==> src/rtl/avm_dual_master_arbiter.sv <==
// rtl/avm_dual_master_arbiter.sv - two-master Avalon-MM burst arbiter; define AVM_ARB_ROUND_ROBIN_EN for round-robin ties
module avm_dual_master_arbiter #(
    parameter int AW  = 32,
    parameter int DW  = 32,
    parameter int BCW = 4
) (
    input  logic            clk,
    input  logic            rst_n,

    input  logic [AW-1:0]   m0_address,
    input  logic [DW/8-1:0] m0_byteenable,
    input  logic            m0_read,
    input  logic            m0_write,
    input  logic [DW-1:0]   m0_writedata,
    input  logic [BCW-1:0]  m0_burstcount,
    output logic            m0_waitrequest,
    output logic [DW-1:0]   m0_readdata,
    output logic            m0_readdatavalid,

    input  logic [AW-1:0]   m1_address,
    input  logic [DW/8-1:0] m1_byteenable,
    input  logic            m1_read,
    input  logic            m1_write,
    input  logic [DW-1:0]   m1_writedata,
    input  logic [BCW-1:0]  m1_burstcount,
    output logic            m1_waitrequest,
    output logic [DW-1:0]   m1_readdata,
    output logic            m1_readdatavalid,

    output logic [AW-1:0]   s_address,
    output logic [DW/8-1:0] s_byteenable,
    output logic [DW-1:0]   s_writedata,
    output logic [BCW-1:0]  s_burstcount,
    output logic            s_read,
    output logic            s_write,
    input  logic            s_waitrequest,
    input  logic [DW-1:0]   s_readdata,
    input  logic            s_readdatavalid
);

    typedef enum logic [1:0] {IDLE, RD_CMD, RD_DATA, WR} state_t;

    localparam logic [BCW-1:0] ONE = BCW'(1);

    state_t         state, state_nxt;
    logic           gnt, gnt_nxt;
    logic [BCW-1:0] blen, blen_nxt;
    logic [BCW-1:0] cnt, cnt_nxt;

    logic           req0, req1, sel, sel_rd;
    logic [BCW-1:0] sel_bc;
    logic           cmd_phase, rd_phase, last_beat;

    assign req0 = m0_read | m0_write;
    assign req1 = m1_read | m1_write;

    // sel: 0 = m0, 1 = m1; only meaningful when some master requests
`ifdef AVM_ARB_ROUND_ROBIN_EN
    logic last_gnt;

    always_ff @(posedge clk or negedge rst_n) begin
        if (!rst_n)
            last_gnt <= 1'b1;
        else if (state == IDLE && (req0 || req1))
            last_gnt <= sel;
    end

    assign sel = (req0 && req1) ? ~last_gnt : req1;
`else
    assign sel = ~req0;
`endif

    assign sel_rd    = sel ? m1_read : m0_read;
    assign sel_bc    = sel ? m1_burstcount : m0_burstcount;
    assign last_beat = (cnt == blen - ONE);

    always_ff @(posedge clk or negedge rst_n) begin
        if (!rst_n) begin
            state <= IDLE;
            gnt   <= 1'b0;
            blen  <= ONE;
            cnt   <= '0;
        end else begin
            state <= state_nxt;
            gnt   <= gnt_nxt;
            blen  <= blen_nxt;
            cnt   <= cnt_nxt;
        end
    end

    always_comb begin
        state_nxt = state;
        gnt_nxt   = gnt;
        blen_nxt  = blen;
        cnt_nxt   = cnt;
        case (state)
            IDLE: begin
                cnt_nxt = '0;
                if (req0 || req1) begin
                    gnt_nxt   = sel;
                    blen_nxt  = (sel_bc == '0) ? ONE : sel_bc;
                    state_nxt = sel_rd ? RD_CMD : WR;
                end
            end
            RD_CMD: begin
                // a zero-latency slave may return beat 0 on the acceptance cycle
                if (!s_waitrequest) begin
                    if (s_readdatavalid) begin
                        if (blen == ONE) begin
                            state_nxt = IDLE;
                            cnt_nxt   = '0;
                        end else begin
                            state_nxt = RD_DATA;
                            cnt_nxt   = ONE;
                        end
                    end else begin
                        state_nxt = RD_DATA;
                        cnt_nxt   = '0;
                    end
                end
            end
            RD_DATA: begin
                if (s_readdatavalid) begin
                    if (last_beat) begin
                        state_nxt = IDLE;
                        cnt_nxt   = '0;
                    end else begin
                        cnt_nxt = cnt + ONE;
                    end
                end
            end
            WR: begin
                if (!s_waitrequest) begin
                    if (last_beat) begin
                        state_nxt = IDLE;
                        cnt_nxt   = '0;
                    end else begin
                        cnt_nxt = cnt + ONE;
                    end
                end
            end
            default: state_nxt = IDLE;
        endcase
    end

    assign cmd_phase = (state == RD_CMD) || (state == WR);
    assign rd_phase  = (state == RD_CMD) || (state == RD_DATA);

    assign s_address    = gnt ? m1_address    : m0_address;
    assign s_byteenable = gnt ? m1_byteenable : m0_byteenable;
    assign s_writedata  = gnt ? m1_writedata  : m0_writedata;
    assign s_burstcount = gnt ? m1_burstcount : m0_burstcount;
    assign s_read       = (state == RD_CMD);
    assign s_write      = (state == WR);

    assign m0_waitrequest = (cmd_phase && !gnt) ? s_waitrequest : 1'b1;
    assign m1_waitrequest = (cmd_phase &&  gnt) ? s_waitrequest : 1'b1;

    assign m0_readdata = s_readdata;
    assign m1_readdata = s_readdata;

    // beats arriving outside a read burst are stale and must not reach either master
    assign m0_readdatavalid = s_readdatavalid && rd_phase && !gnt;
    assign m1_readdatavalid = s_readdatavalid && rd_phase &&  gnt;

endmodule
==> config.mk <==
export PLATFORM = sky130hd
export DESIGN_NAME = avm_dual_master_arbiter
export DESIGN_NICKNAME = d
export VERILOG_FILES = /design/src/rtl/avm_dual_master_arbiter.sv
export SDC_FILE = /design/constraint.sdc
export NUM_CORES = 1
export LEC_CHECK = 0
export ABC_AREA = 1
export BUFFER_PORTS_ARGS = -buffer_cell sky130_fd_sc_hd__buf_4
export CORE_AREA = 2 2 125 127
export DETAILED_ROUTE_END_ITERATION = 6
export DIE_AREA = 0 0 127 129
export PLACE_DENSITY_LB_ADDON = 0.3
export SETUP_SLACK_MARGIN = 0.5
export SYNTH_ARGS = -nofsm -noshare
export SYNTH_HDL_FRONTEND = slang
export SYNTH_SLANG_ARGS = --single-unit
==> constraint.sdc <==
create_clock -name clk -period 1.96 [get_ports clk]
set_clock_uncertainty 0.1 [all_clocks]
set_input_delay 0.392 -clock clk [delete_from_list [all_inputs] [get_ports clk]]
set_output_delay 0.392 -clock clk [all_outputs]
set_load 0.03 [all_outputs]
==> key figures, run 1 <==
Run status
  – Status: finished clean

Placement
  – Final Wtd Congestion: 0.756
  – Hpwl dp: 8.69 mm
  – IO Port Bufs: 229

Detailed routing
  – DRT Wirelength: approximately 11 mm
  – Vias per cell: 3.94
  – 1st-pass router iterations: 4
  – Routed WL per cell: about 14 µm
  – DRC errors left: 0
  – Post-route ant nets: 0
  – Total number of vias: roughly 3.1k
  – Initial DRC Count: 84

Timing
  – Count of final setup violators: 0
  – Fin. Hold Viols: 0
  – Period utilisation layout: 0.931
  – Least-Margin Pin Slew: 0.407 ns
  – Setup TNS: 0 ns
  – Count of final max-slew check failures: 0
  – Max Fclk: 548 MHz
  – Fin crit period: 1.82 ns
  – Unrepaired setup endpoints after global routing: true
  – Slew HR: 0.727

Power and ir drop
  – Power Density: between 1500 and 2000 nW/µm²
  – Power, Total: 0.00732 W
  – Leak: 2.54 nW
  – VDD IR max: between 0.0005 and 0.0006 V

Logic synthesis
  – Ys async rst share: 1.00
  – Post-synth EDFFs: 0
  – Post-Synthesis Net Count: approximately 600
  – Mux cell area share after synthesis: 0
  – Sequential share of the synthesized area: 0.122
  – Post-synth top flop: dfrtp_1
  – Post-synthesis compound-gate area fraction: 0.0596
  – Largest cells by area after synthesis: nand2_1 (41%), buf_4 (22%), dfrtp_1 (11%), ha_1 (4.4%), inv_1 (3.0%)
  – Cell with the most instances after synthesis: nand2_1
  – Post-Syn Area: 2270 µm²
  – Syn Area/Cell: 5.33 µm²
  – Post-synth top area cell: nand2_1
  – Post-Synth Adder-Cell Area: 0.0442
  – Main combinational cell family by area after synthesis: simple AND/OR/NAND/NOR gates
  – Seq cells post-synth: 11
  – Cell count after synthesis: 425
  – Simple-Gate Fraction of Synth Area: 0.480
  – Synth top cells by count: nand2_1 (245), buf_4 (65), inv_1 (18)
  – Top cell type's share of synthesized area: 0.406
  – Post-synthesis xor/xnor area fraction: 0.00773
  – Yosys cell types: 25
  – Syn. warnings: 0

Clock tree
  – H-tree levels: 1
  – Clk root buf: clkbuf_16
  – Clock Path Buffers: 2
  – TritonCTS Buffers: 3
  – Skew-Pair Late Insertion Delay: 0.24 ns
  – Clock-pin slew on the worst setup and hold paths: 0.04 ns
  – CTS tree: done
  – Clk sinks: 11

Floorplanning
  – Std-Cell Rows: 45
  – Die W: 127 µm
  – Die Span Y: between 100 and 150 µm
  – Die footprint: 16,400 µm²
  – Core area: about 15,000 µm²
  – I/O pins: 326
  – Initial core utilization: 0.151

Worst setup path
  – Worst-path cell chain: buf_4, clkbuf_16, nand2_1, nand2_2, buf_4
  – Critical path class: register to output port
  – CP Capture Type: output port
  – CP Max Fanout: 12
  – CP delay by family, top: buffers and inverters
  – WP buf/inv: 3
  – Critical path arrival: 1.33 ns
  – CP Launch Type: register
  – Critical Path RT: 1.47 ns
  – Crit path top cell by count: buf_4
  – Slowest cell on the critical path: dfrtp_2
  – Biggest cell delay along the critical path: 0.44 ns
  – Reg2Reg Setup Slack: 0.29 ns

Worst hold path
  – Worst Hold Class: input port to register

Global route
  – Largest net degree at the start of global routing: 32
  – First-pass GRT wire length: ~16 mm
  – Global-route usage over all layers: 0.123
  – Gr ovfl total: 0
  – Vias in the first global route: 3,146
  – Initial antenna violation count: 0

Flow run
  – Max-Cap Viols: 0

Finish
  – ANT cells: 0
  – Layout Utilization: 0.312
  – Layout overhead on the synthesized area: 106%
  – Fraction of layout cells with a size suffix above 1: 0.620
  – Layout Nets: roughly 800
## layout by cell type, fill, tap and decap left out, types with 2 or more instances in the layout
master,n
nand2_4,11
ha_1,4
dfrtp_1,8
o21ai_1,4
nor2_1,11
buf_12,4
nand3_1,10
nor3_4,2
buf_6,39
dfrtp_2,2
nor2_2,3
a21oi_1,4
o21ai_2,2
clkbuf_16,7
buf_4,203
inv_2,7
o22ai_2,3
xor2_1,2
o21ai_4,4
ha_4,4
inv_1,14
nand2_1,167
nand2_2,71
buf_16,3
inv_4,2
## report_power, final
group | internal [W] | switching [W]
combinational | 0.00274 | 0.00379
sequential | 0.000324 | 0.0000952
clock | 0.000273 | 0.000103
## kinds of logic after synthesis
family                     after synthesis
AOI/OAI and AO/OA                       21
xor gates and xnor gates                 2
buffers and inverters                  105
DFF                                     11
and+or+nand+nor                        278
adders and majority gates                8
## repair_timing
item,4_1_cts,5_1_grt
gates resized for setup,23,71
endpoints found under the setup margin,84,84
pin swaps,0,9
hold buffers,1,0
cloned,3,5
buffers inserted,8,4
endpoints found under the hold margin,10,0
## layout make-up
| type | instances | area, µm² |
|---|---|---|
| multi-input cells | 309 | 1740 |
| inverters | 24 | 100 |
| fillers | 1667 | 10300 |
| repair buffers | 255 | 2250 |
| clock buffers | 4 | 78.8 |
| flip-flops and latches | 11 | 279 |
| well taps | 188 | 235 |
## worst min-delay path: cells and delay by family
| kind | cells | cell delay (ns) |
|---|---|---|
| compound gates | 1 | 0.06 |
| simple gates | 2 | 0.10 |
| buf+inv | 1 | 0.09 |
## state kept, by name, summed over array words and instances (netlist names)
| register | count |
|---|---|
| gnt | 1 |
| state | 2 |
| cnt | 4 |
| blen | 4 |
## path summary, 6_finish.rpt
path | end | startpoint | cells past startpoint
min in group asynchronous | cnt[1] | rst_n | 2
hold / removal | blen[0] | m1_burstcount[2] | 4
hold reg to reg | blen[1] | blen[1] | 2
setup reg to reg | state[1] | state[1] | 8
max in group asynchronous | blen[0] | rst_n | 2
setup / recovery | s_writedata[7] | gnt | 5
## through the flow
stage	hold WS, ns	std cells	instance area, µm²	setup WS, ns
final	0.323	791	4680	0.135
after floorplan	-0.00359	425	2510	0.357
after global placement	0.142	766	3960	0.262
after CTS	0.318	782	4280	0.123
after global routing	0.361	791	4680	0.0855
after detailed placement	0.141	766	3960	0.253
## per-layer routing
layer | vias to the layer above | part of all wire | global-route usage
met5 | - | 0 | 0
met4 | 0 | 0.0025 | 0.0110
met3 | 6 | 0.084 | 0.0428
met2 | 158 | 0.53 | 0.231
met1 | 1372 | 0.39 | 0.141
li1 | 1583 | - | -
Note: power is estimated with default switching activity, not from simulation.
==> inputs of run 2 (changes only) <==
--- a/config.mk
+++ b/config.mk
@@ -6,10 +6,10 @@
 export NUM_CORES = 1
 export LEC_CHECK = 0
 export ABC_AREA = 1
-export BUFFER_PORTS_ARGS = -buffer_cell sky130_fd_sc_hd__buf_4
-export CORE_AREA = 2 2 125 127
+export CORE_AREA = 2 2 127 129
 export DETAILED_ROUTE_END_ITERATION = 6
-export DIE_AREA = 0 0 127 129
+export DIE_AREA = 0 0 129 131
+export DONT_BUFFER_PORTS = 1
 export PLACE_DENSITY_LB_ADDON = 0.3
 export SETUP_SLACK_MARGIN = 0.5
 export SYNTH_ARGS = -nofsm -noshare
==> run 2 against run 1 <==
Compared with the run above:
- total power decreased by 7.6%
- count of clock-buffer cells in the layout is the same
- non-clock buffer count is 214 lower
- critical path depth is 1 higher
- sequential share of layout area up 2.0 points
- die area grew 3.1%
- wire length decreased by 8.4%
- sequential power about the same
- maximum frequency increased by 0.83%
- cell count down 24%
- design area decreased by 25%
- via count shrank 21%
- highest routed layer unchanged
==> key figures, run 2 (synthesized netlist as in run 1, its figures left out) <==
Run status
  – Status: finished clean

Worst setup path
  – Critical Path RT: 1.47 ns
  – Critical path arrival: around 1.3 ns
  – CP endpoint: s_byteenable[3]
  – CP Launch Type: register
  – Biggest cell delay along the critical path: just over 0.4 ns
  – CP delay by family, top: buffers and inverters
  – WP buf/inv: 4
  – Reg-to-Reg End: state[1]
  – Crit path depth: 6
  – Crit path top cell by count: nand2_1
  – Reg-to-reg startpoint: state[1]
  – Reg2Reg Setup Slack: 0.32 ns
  – Worst-path cell chain: clkinv_4, buf_6, buf_16, nand2_1, nand2_1, buf_4
  – CP startpoint: gnt
  – Reg2Reg Depth: 9
  – CP Max Fanout: 8
  – Slowest cell on the critical path: dfrtp_2
  – CP Capture Type: output port
  – Critical path class: register to output port

Detailed routing
  – DRT Wirelength: roughly 10 mm
  – 1st-pass router iterations: 4
  – Post-route ant nets: 0
  – Total number of vias: 2,463
  – Initial DRC Count: 95
  – DRC errors left: 0
  – Routed WL per cell: 17.3 µm
  – Vias per cell: 4.07

Floorplanning
  – Die Span Y: 131 µm
  – Die footprint: 16,900 µm²
  – I/O pins: 326
  – Std-Cell Rows: 46
  – Die W: 129 µm
  – Core area: ~16,000 µm²
  – Initial core utilization: 0.145

Global route
  – Grt peak-use layer: met2
  – First-pass GRT wire length: about 13 mm
  – Largest net degree at the start of global routing: between 50 and 60
  – Met3 Use GR: 0.0281
  – Vias in the first global route: between 2k and 2.5k
  – M1 GR Usage: 0.128
  – Initial antenna violation count: 0
  – Met2 Use GR: 0.181
  – Global-route usage over all layers: 0.105
  – Gr ovfl total: 0

Clock tree
  – Clk sinks: 11
  – Clock-pin slew on the worst setup and hold paths: 0.04 ns
  – Clk root buf: clkbuf_16
  – H-tree levels: 1
  – TritonCTS Buffers: 3
  – Skew-Pair Late Insertion Delay: 0.24 ns
  – Clock Path Buffers: 2
  – CTS tree: done

Placement
  – Dpl ws: around 0.29 ns
  – Final Wtd Congestion: 0.785
  – Placed cell area: 2490 µm²
  – IO Port Bufs: 0
  – Hpwl dp: 7.52 mm

Timing
  – Final WS setup: 0.150 ns
  – Least-Margin Pin Slew: 0.586 ns
  – Count of final setup violators: 0
  – Count of final max-slew check failures: 0
  – Setup TNS: 0 ns
  – Slew HR: 0.608
  – Hold slack: 0.211 ns
  – Fin. Hold Viols: 0
  – Period utilisation layout: 0.923
  – Max Fclk: ~550 MHz
  – Fin crit period: around 1.8 ns
  – Unrepaired setup endpoints after global routing: true

Finish
  – Most common cell after layout, fill and taps aside: nand2_1
  – FILL cells: between 1.5k and 2k
  – Most frequent cells in the layout: nand2_1 (141), nand2_4 (90), buf_4 (23), inv_1 (14), nand2_2 (12)
  – Layout overhead on the synthesized area: 55.0%
  – Register area: 279 µm²
  – Multi-input gate area: approximately 2300 µm²
  – Fraction of layout cells with a size suffix above 1: 0.470
  – Layout Nets: 582
  – Layout Utilization: 0.225
  – ANT cells: 0
  – Biggest regs: blen x4, cnt x4, state x2
  – Design Area, Final: 3510 µm²

Worst hold path
  – Worst Hold Class: input port to register

Power and ir drop
  – Leak: 1.71 nW
  – Power Density: a little under 2000 nW/µm²
  – VDD IR max: approximately 0.00067 V

Flow run
  – Max-Cap Viols: 0
run 2: cell type report:
| cell class | count | share of cell area |
|---|---|---|
| Sequential cell | 11 | 0.0794 |
| Clock buffer | 4 | 0.0224 |
| Timing Repair Buffer | 41 | 0.150 |
| Inverter | 24 | 0.0285 |
| Multi-Input combinational cell | 309 | 0.643 |
| Tap cell | 216 | 0.0769 |
run 2: report_power, final:
group	total [W]	switching [W]	internal (W)
Combinational	0.00597	0.00398	0.00199
Clock	0.000381	0.000107	0.000274
Sequential	0.000416	0.0000935	0.000323
run 2: metrics by stage:
stage,power [W],cells
global route,0.00719,605
finish,0.00677,605
detailed placement,0.00477,587
CTS,0.00630,602
global placement,0.00472,587
floorplan,0.00408,425
run 2: layer usage:
metal	wire length, µm	up-vias	part of all wire
li1	-	1148	-
met5	0	-	0
met1	3960	1131	0.38
met2	5460	167	0.52
met4	279	0	0.027
met3	796	17	0.076
run 2: worst min-delay path by stage:
stage,startpoint,end,slack (ns),depth (start not counted)
after floorplan,rst_n,blen[1],-0.004,0
after global placement,rst_n,cnt[0],-0.003,0
after detailed placement,rst_n,cnt[3],-0.003,0
after CTS,m1_burstcount[2],blen[0],0.23,3
after global routing,m1_burstcount[2],blen[0],0.23,3
final,m1_burstcount[2],blen[0],0.21,3
run 2: repair_timing:
action                                 CTS  global route
endpoints found under the hold margin   11             0
cloned                                   4             2
setup buffers                            6             1
hold buffers                             1             0
resized for setup                       99            70
pin swaps                               28            54
setup endpoints to repair               85            86
run 2: worst min-delay path, cell delays in order:
cell and delay, ns:
a211oi_4 0.04, nand3_1 0.07, nand2_1 0.05
==> inputs of run 3 (changes only) <==
==> constraint.sdc (replaced) <==
create_clock -name clk -period 2.1 [get_ports clk]
set_clock_uncertainty 0.1 [all_clocks]
set_input_delay 0.42 -clock clk [delete_from_list [all_inputs] [get_ports clk]]
set_output_delay 0.42 -clock clk [all_outputs]
set_load 0.03 [all_outputs]
==> run 3 against run 2 <==
Compared with the run above:
- combinational power up 16%
- sequential power down 7.5%
- register-to-register slack better by 0.05 ns
- count of clock-buffer cells in the layout unchanged
- total power up 13%
- design area up 16%
- non-clock buffer count up 49
- worst hold slack better by 0.042 ns
- sequential share of layout area down 1.1 points
- largest cell class unchanged
==> key figures, run 3 (synthesized netlist as in run 1, its figures left out) <==
Flow run
  – Max-Cap Viols: 0

Worst hold path
  – Hold Path Origin: m1_burstcount[2]
  – Worst Hold Class: input port to register
  – Worst Hold End: blen[0]
  – Hold Path Cell Cnt: 3

Worst setup path
  – Critical path arrival: roughly 1.4 ns
  – CP Max Fanout: 8
  – Reg-to-reg startpoint: state[0]
  – Critical path class: register to output port
  – CP Capture Type: output port
  – Reg2Reg Setup Slack: 0.37 ns
  – Reg-to-Reg End: state[0]
  – Critical Path RT: 1.58 ns
  – Slowest cell on the critical path: dfrtp_2
  – Crit path top cell by count: buf_12
  – Biggest cell delay along the critical path: between 0.4 and 0.5 ns
  – CP Launch Type: register
  – Worst-path cell chain: buf_12, clkinv_16, buf_12, nand2_2, nand2_2, buf_12
  – WP buf/inv: 4
  – Reg2Reg Depth: 9
  – CP delay by family, top: buffers and inverters

Timing
  – Fin. Hold Viols: 0
  – Setup TNS: 0 ns
  – Max Fclk: 525 MHz
  – Count of final max-slew check failures: 0
  – Hold slack: 0.253 ns
  – Unrepaired setup endpoints after global routing: true
  – Period utilisation layout: 0.906
  – Count of final setup violators: 0
  – Fin crit period: 1.90 ns
  – Least-Margin Pin Slew: 0.555 ns
  – Slew HR: 0.629

Global route
  – First-pass GRT wire length: approximately 15 mm
  – Initial antenna violation count: 0
  – Gr ovfl total: 0
  – Vias in the first global route: 2,373
  – Largest net degree at the start of global routing: 21
  – Global-route usage over all layers: 0.123

Floorplanning
  – Die footprint: between 15,000 and 20,000 µm²
  – Core area: approximately 16,000 µm²
  – Die W: between 100 and 150 µm
  – I/O pins: 326
  – Die Span Y: 131 µm
  – Std-Cell Rows: 46
  – Initial core utilization: 0.145

Finish
  – Most common cell after layout, fill and taps aside: nand2_1
  – ANT cells: 0
  – FILL cells: 1,679
  – Layout Nets: 632
  – Post-route insts no fill: 655
  – Layout overhead on the synthesized area: 79.1%
  – Fraction of layout cells with a size suffix above 1: 0.531
  – Most frequent cells in the layout: nand2_1 (145), nand2_2 (59), buf_6 (48), nand2_4 (41), inv_1 (14)
  – Biggest regs: blen x4, cnt x4, state x2

Clock tree
  – H-tree levels: 1
  – Skew-Pair Late Insertion Delay: 0.24 ns
  – CTS tree: done
  – Clk sinks: 11
  – Clk root buf: clkbuf_16
  – TritonCTS Buffers: 3
  – Clock Path Buffers: 2
  – Clock-pin slew on the worst setup and hold paths: 0.05 ns

Detailed routing
  – Total number of vias: between 2k and 3k
  – DRC errors left: 0
  – Top Layer Used: met4
  – Routed length on met1: 4.80 mm
  – WL met3: 884 µm
  – Routed WL per cell: 18.2 µm
  – Vias per cell: 4.04
  – Met2 Wirelength: 6.00 mm
  – DRT Wirelength: 11.9 mm
  – 1st-pass router iterations: 4
  – Post-route ant nets: 0
  – Initial DRC Count: slightly above 100

Power and ir drop
  – Leak: between 1.5 and 2 nW
  – VDD IR max: between 0.0008 and 0.0009 V
  – Power Density: 1890 nW/µm²

Placement
  – IO Port Bufs: 0
  – Final Wtd Congestion: 0.777
  – Hpwl dp: 7.61 mm
  – Placed cells: 620

Run status
  – Status: finished clean
## run 3: timing repair
action,4_1_cts,5_1_grt
buffers inserted,11,6
pin swaps,22,24
setup endpoints to repair,83,83
hold buffers,1,0
resized for setup,133,93
hold endpoints to repair,11,0
cloned,12,1
## run 3: per-layer routing
| layer | vias up | GRT usage |
|---|---|---|
| li1 | 1255 | - |
| met1 | 1184 | 0.160 |
| met2 | 191 | 0.205 |
| met3 | 16 | 0.0285 |
| met4 | 0 | 0.0339 |
| met5 | - | 0 |
## run 3: power breakdown
part	switching (W)	internal, W	total (W)
registers	0.0000829	0.000302	0.000385
logic	0.00396	0.00296	0.00693
clock network	0.000103	0.000256	0.000359
total	0.00415	0.00352	0.00767
## run 3: worst min-delay path, stage by stage
cell,delay [ns]
a211oi_2,0.06
nand3_1,0.06
nand2_1,0.05
## run 3: per-stage QoR
stage	util	worst slack, ns	instance area (µm²)	total power, W
CTS	0.234	0.182	3650	0.00718
global route	0.260	0.159	4060	0.00816
global placement	0.170	0.287	2660	0.00481
detailed placement	0.170	0.287	2660	0.00482
floorplan	-	0.464	2370	0.00361
finish	0.260	0.197	4060	0.00767
## run 3: worst max-delay path by stage
stage,startpoint,cells past startpoint,end,slack [ns]
finish,gnt,6,s_address[5],0.20
global route,gnt,5,m1_readdatavalid,0.16
CTS,gnt,6,s_address[5],0.18
detailed placement,gnt,5,s_address[1],0.29
global placement,gnt,5,s_address[5],0.29
floorplan,state[0],4,m0_readdatavalid,0.46
## run 3: layout make-up
type / count / area [µm²] / share of cell area
timing repair buffer: 90 / 1300 / 0.320
sequential: 11 / 279 / 0.0687
clock buffer: 4 / 78.8 / 0.0194
multi-input combinational: 309 / 2000 / 0.492
timing repair inverter: 1 / 8.76 / 0.00216
tap: 216 / 270 / 0.0665
inverter: 24 / 124 / 0.0305
